$ cat src/rtl/of_stage_pipe.sv
// of_stage_pipe: operand-fetch stage with OF/EX latch, handshake, flush, stall counter; optional WB forwarding via OF_WB_FWD_EN
module of_stage_pipe #(
  parameter int PC_W        = 10,
  parameter int DATA_W      = 32,
  parameter int RADDR_W     = 4,
  parameter int RA_IDX      = 15,
  parameter int STALL_CNT_W = 16
) (
  input  logic                   clk,
  input  logic                   reset,
  input  logic                   in_valid,
  output logic                   in_ready,
  input  logic [PC_W-1:0]        in_pc,
  input  logic [DATA_W-1:0]      in_ir,
  input  logic                   is_store,
  input  logic                   is_return,
  input  logic                   is_immediate,
  input  logic                   flush,
`ifdef OF_WB_FWD_EN
  input  logic                   wb_we,
  input  logic [RADDR_W-1:0]     wb_addr,
  input  logic [DATA_W-1:0]      wb_data,
`endif
  output logic [RADDR_W-1:0]     rf_addr1,
  output logic [RADDR_W-1:0]     rf_addr2,
  input  logic [DATA_W-1:0]      rf_data1,
  input  logic [DATA_W-1:0]      rf_data2,
  output logic                   out_valid,
  input  logic                   out_ready,
  output logic [PC_W-1:0]        out_pc,
  output logic [DATA_W-1:0]      out_ir,
  output logic [DATA_W-1:0]      out_branch_target,
  output logic [DATA_W-1:0]      out_op_a,
  output logic [DATA_W-1:0]      out_op_b,
  output logic [DATA_W-1:0]      out_op_2,
  output logic [STALL_CNT_W-1:0] stall_cnt
);
  logic [15:0]            imm;
  logic [1:0]             mod;
  logic [26:0]            off;
  logic [DATA_W-1:0]      d1, d2, imm_d, tgt_d, op2_d;
  logic                   valid_q, valid_d, cap;
  logic [STALL_CNT_W-1:0] cnt_q, cnt_d;
  logic [PC_W-1:0]        pc_q;
  logic [DATA_W-1:0]      ir_q, tgt_q, a_q, b_q, op2_q;
  assign imm      = in_ir[15:0];
  assign mod      = in_ir[17:16];
  assign off      = in_ir[26:0];
  assign rf_addr1 = is_return ? RADDR_W'(RA_IDX) : in_ir[21:18];
  assign rf_addr2 = is_store ? in_ir[25:22] : in_ir[17:14];
`ifdef OF_WB_FWD_EN
  assign d1 = (wb_we && wb_addr == rf_addr1) ? wb_data : rf_data1;
  assign d2 = (wb_we && wb_addr == rf_addr2) ? wb_data : rf_data2;
`else
  assign d1 = rf_data1;
  assign d2 = rf_data2;
`endif
  always_comb begin
    imm_d   = mod == 2'b01 ? {{(DATA_W-16){1'b0}}, imm} :
              mod == 2'b10 ? {imm, {(DATA_W-16){1'b0}}} : {{(DATA_W-16){imm[15]}}, imm};
    tgt_d   = {{(DATA_W-PC_W){1'b0}}, in_pc} + {{(DATA_W-29){off[26]}}, off, 2'b00};
    op2_d   = is_immediate ? imm_d : d2;
    in_ready = !valid_q || out_ready;
    cap     = in_valid && in_ready && !flush;
    valid_d = flush ? 1'b0 : in_ready ? cap : valid_q;
    // stall counting is suppressed in a flush cycle
    cnt_d   = (valid_q && !out_ready && !flush && !(&cnt_q)) ? cnt_q + 1'b1 : cnt_q;
  end
  always_ff @(posedge clk or posedge reset) begin
    if (reset) begin
      valid_q <= 1'b0;
      cnt_q   <= '0;
      pc_q    <= '0;
      ir_q    <= '0;
      tgt_q   <= '0;
      a_q     <= '0;
      b_q     <= '0;
      op2_q   <= '0;
    end else begin
      valid_q <= valid_d;
      cnt_q   <= cnt_d;
      if (cap) begin
        pc_q  <= in_pc;
        ir_q  <= in_ir;
        tgt_q <= tgt_d;
        a_q   <= d1;
        b_q   <= d2;
        op2_q <= op2_d;
      end
    end
  end
  assign out_valid         = valid_q;
  assign stall_cnt         = cnt_q;
  assign out_pc            = pc_q;
  assign out_ir            = ir_q;
  assign out_branch_target = tgt_q;
  assign out_op_a          = a_q;
  assign out_op_b          = b_q;
  assign out_op_2          = op2_q;
endmodule

$ cat config.mk
export PLATFORM = sky130hd
export DESIGN_NAME = of_stage_pipe
export DESIGN_NICKNAME = d
export VERILOG_FILES = /design/src/rtl/of_stage_pipe.sv
export SDC_FILE = /design/constraint.sdc
export NUM_CORES = 1
export LEC_CHECK = 0
export ABC_AREA = 0
export CAP_MARGIN = 30
export CORE_MARGIN = 2
export CORE_UTILIZATION = 40
export DETAILED_ROUTE_END_ITERATION = 10
export PLACE_DENSITY = 0.83
export SYNTH_ARGS = -nofsm -noshare
export SYNTH_HDL_FRONTEND = slang
export SYNTH_SLANG_ARGS = --single-unit
$ cat constraint.sdc
create_clock -name clk -period 5.47 [get_ports clk]
set_clock_uncertainty 0.1 [all_clocks]
set_input_delay 0.547 -clock clk [delete_from_list [all_inputs] [get_ports clk]]
set_output_delay 0.547 -clock clk [all_outputs]
set_load 0.02 [all_outputs]
==> run_results.csv <==
group,metric,value,unit
cts,clock_tree_root_buffer_cell,"clkbuf_16",
drt,first_pass_iteration_count_of_the_detailed_router,7,
critical_path,critical_path.cell_chain,"clkdlybuf4s50_1 > ha_1 > a21oi_1 > nor3b_1 > a21o_1 > o21ai_0 > a31oi_1",
place,buffer_ports.inserted,309,
die,die_w,147.3,um
synth,synth.yosys.seq_area_share,0.5574,
drt,vias_after_detailed_routing,7542,
drt,drt-initial-drc-count,335,
synth,synth-edff-count,0,
cts,cts_setup_buffers,0,
global_routing,grt.overflow.total,0,
die,std_cell_rows,52,
global_routing,first_pass_grt_wire_length,40.43,mm
synth,synthesis.instances,917,
cts,ctsLongestPathBuffers,2,
critical_path,cp.arrival,3.19,ns
layout,final_layout_size_suffix_gt1_frac,0.05111,
critical_path,timing.rr.end,"out_branch_target[27]",
synth,mappedNetlistArea,0.008215,sq mm
drt,wl_per_cell,17.28,um
sta,finalHoldViolCount,0,
cts,hold_buffers,0,
drt,detail_route.drc_violations,0,
critical_path,crit_slowest_cell,"clkdlybuf4s50_1",
sta,worst_pin_slew,0.8389,ns
critical_path,r2r_slack,3.20,ns
drt,finalWirelength,25.62,mm
global_routing,grt_pass1_vias,7459,
power,irDropWorstVdd,0.2093,mV
sta,final_min_period_over_clock_period,0.5423,
die,floorplan.die.height,147.3,um
power,p_leak,5.501,nW
place,detailedPlacementHpwl,18.38,mm
die,coreArea,0.02017,sq mm
cts,post_cts.resized_instances,0,
synth,synthDominantCellAreaShare,0.5574,
critical_path,worst_path_largest_cell_delay,0.66,ns
layout,areaGrowthSynthToFinish,47.59,%
critical_path,largest_fanout_on_the_critical_path,9,
sta,tns,0,ns
layout,diodes,0,
cts,cts_tree,"built",
sta,setup-violations-final,0,
sta,period_minus_slack,2.966,ns
die,io-pin-count,310,
critical_path,critPathKind,"input pin to flip-flop",
synth,async_reset_ff_frac,1.000,
synth,synthDistinctLibCells,55,
drt,routed_via_density,5.086,
synth,yosysWarningCount,0,
layout,final_core_utilization,0.6012,
cts,clk_pin_slew_worst_paths,0.08,ns
synth,yosys_register_bits,183,
place,gpl.final_weighted_congestion,0.8640,
layout,fill_cells,1717,
power,pwr_density_cell,339.6,mW/mm^2
job,timing.max_cap.violations,0,
critical_path,worst_setup_path_start_kind,"input pin",
synth,cell_types_with_the_largest_area_share_after_synthesis,"dfrtp_1 (56%), nand2_1 (17%), o21ai_0 (3.8%)",
cts,clkLatencyLatePin,0.43,ns
critical_path,worstPathRequired,5.70,ns
critical_path,setup.worst_path.end,"out_branch_target[28]",
critical_path,setup.worst_path.start,"in_ir[5]",
synth,postSynthAreaPerCell,8.959,sq um
die,start_util,0.4073,
sta,rsz0062_at_grt,"false",
critical_path,cp-end-kind,"flip-flop",
cts,maximum_level_of_the_cts_h_tree,4,
cts,cts_made_buffers,17,
synth,ys.flop_type,"dfrtp_1",
global_routing,track_usage,0.2385,
global_routing,grt_max_degree,138,
die,dieArea,0.02170,sq mm
sta,timing.max_slew.rel_slack,0.4407,
status,status,"complete, no violations",
sta,drv_slew,0,
layout,num-nets-final,1324,
place,dp_slack,2.058,ns
critical_path,rr_worst_depth,7,
sta,layout_setup_ws,2.504,ns
synth,postSynthNetCount,1041,
min_path,min-delay-path-class,"input pin to async pin",
synth,synth_largest_area_cell,"dfrtp_1",
power,pwr_total,4.117,mW
sta,maxClockFrequency,0.3371,GHz
global_routing,grt_antenna_before_repair,0,
cts,clkSinkCount,183,
critical_path,timing.rr.start,"out_valid",
drt,route.antenna.remaining_nets,0,
==> layer usage <==
metal	track usage	up-vias	part of all wire
met1	0.2977	3575	0.41
met3	0.07019	49	0.080
met5	0	-	0
met2	0.3939	334	0.48
li1	-	3584	-
met4	0.08894	0	0.026
==> where the power goes <==
| group | total [mW] | switching, mW | leakage (nW) | internal (mW) |
|---|---|---|---|---|
| Sequential | 1.68 | 0.128 | 2.29 | 1.55 |
| Clock | 1.22 | 0.564 | 0.278 | 0.657 |
| Combinational | 1.21 | 0.654 | 2.93 | 0.560 |
| Total | 4.12 | 1.35 | 5.50 | 2.77 |
==> how the worst min path moves through the flow <==
stage                     to         start  slack, ns
6_report       stall_cnt[10]         reset       0.31
5_1_grt         stall_cnt[1]         reset       0.31
4_1_cts        stall_cnt[10]         reset       0.30
3_5_place_dp    out_op_b[16]  out_op_b[16]       0.36
3_3_place_gp    out_op_a[24]  out_op_a[24]       0.36
2_1_floorplan      out_ir[0]     out_ir[0]       0.48
==> placed cells by master (no fill, tap or decap), types with 8 or more instances in the layout <==
master	count
a31oi_1	20
clkdlybuf4s50_1	308
xor2_1	9
nor2_1	28
xnor2_1	20
a21oi_1	21
o21ai_0	62
nor3b_1	16
buf_4	8
ha_1	9
nand2_1	368
nand3_1	16
nor2b_1	18
dfrtp_1	183
clkbuf_16	17
==> cell families after synthesis <==
logic type      after synthesis  share of synthesized area
mux                           4                   0.005330
fa+ha+maj                    10                    0.01614
simple gates                486                     0.2537
flops                       183                     0.5574
xor+xnor                     29                    0.03092
compound gates              139                     0.1011
buf+inv                      66                    0.03533
==> critical path: cells and delay by family <==
kind / cells / cell delay [ns]
buffers and inverters: 1 / 0.66
and+or+nand+nor: 1 / 0.64
AOI/OAI and AO/OA: 4 / 0.98
adders and majority gates: 1 / 0.35
==> metrics by stage <==
step / hold slack (ns) / cells / area, sq um
3_5_place_dp: 0.3613 / 1450 / 11530
5_1_grt: 0.3147 / 1483 / 12130
4_1_cts: 0.2971 / 1482 / 12110
2_1_floorplan: 0.4813 / 917 / 8219
3_3_place_gp: 0.3567 / 1449 / 11510
6_report: 0.3080 / 1483 / 12130
==> synthesized netlist by cell type, types with 8 or more instances <==
master      n
o21ai_0    62
clkbuf_1   34
dfrtp_1   183
buf_2      12
a21oi_1    21
nand2_1   368
nor2b_1    18
nand3_1    16
inv_1       8
nor2_1     28
a31oi_1    20
nor3b_1    17
xor2_1      9
xnor2_1    20
ha_1        9
==> area by class of cell <==
class	instances	area [sq um]	area share
Sequential cell	183	4579	0.3777
Timing Repair Buffer	322	3243	0.2675
Clock buffer	19	442.9	0.03653
Inverter	8	33.78	0.002786
Multi-Input combinational cell	668	3351	0.2763
Clock inverter	13	137.6	0.01135
Tap cell	270	337.8	0.02786
==> sequential cells by signal (all words and copies together), names as in the netlist <==
name and cells:
out_ir 32, out_op_2 32, out_op_a 32, out_op_b 32, out_branch_target 28, stall_cnt 16
out_pc 10, out_valid 1
Note: power is estimated with default switching activity, not from simulation.
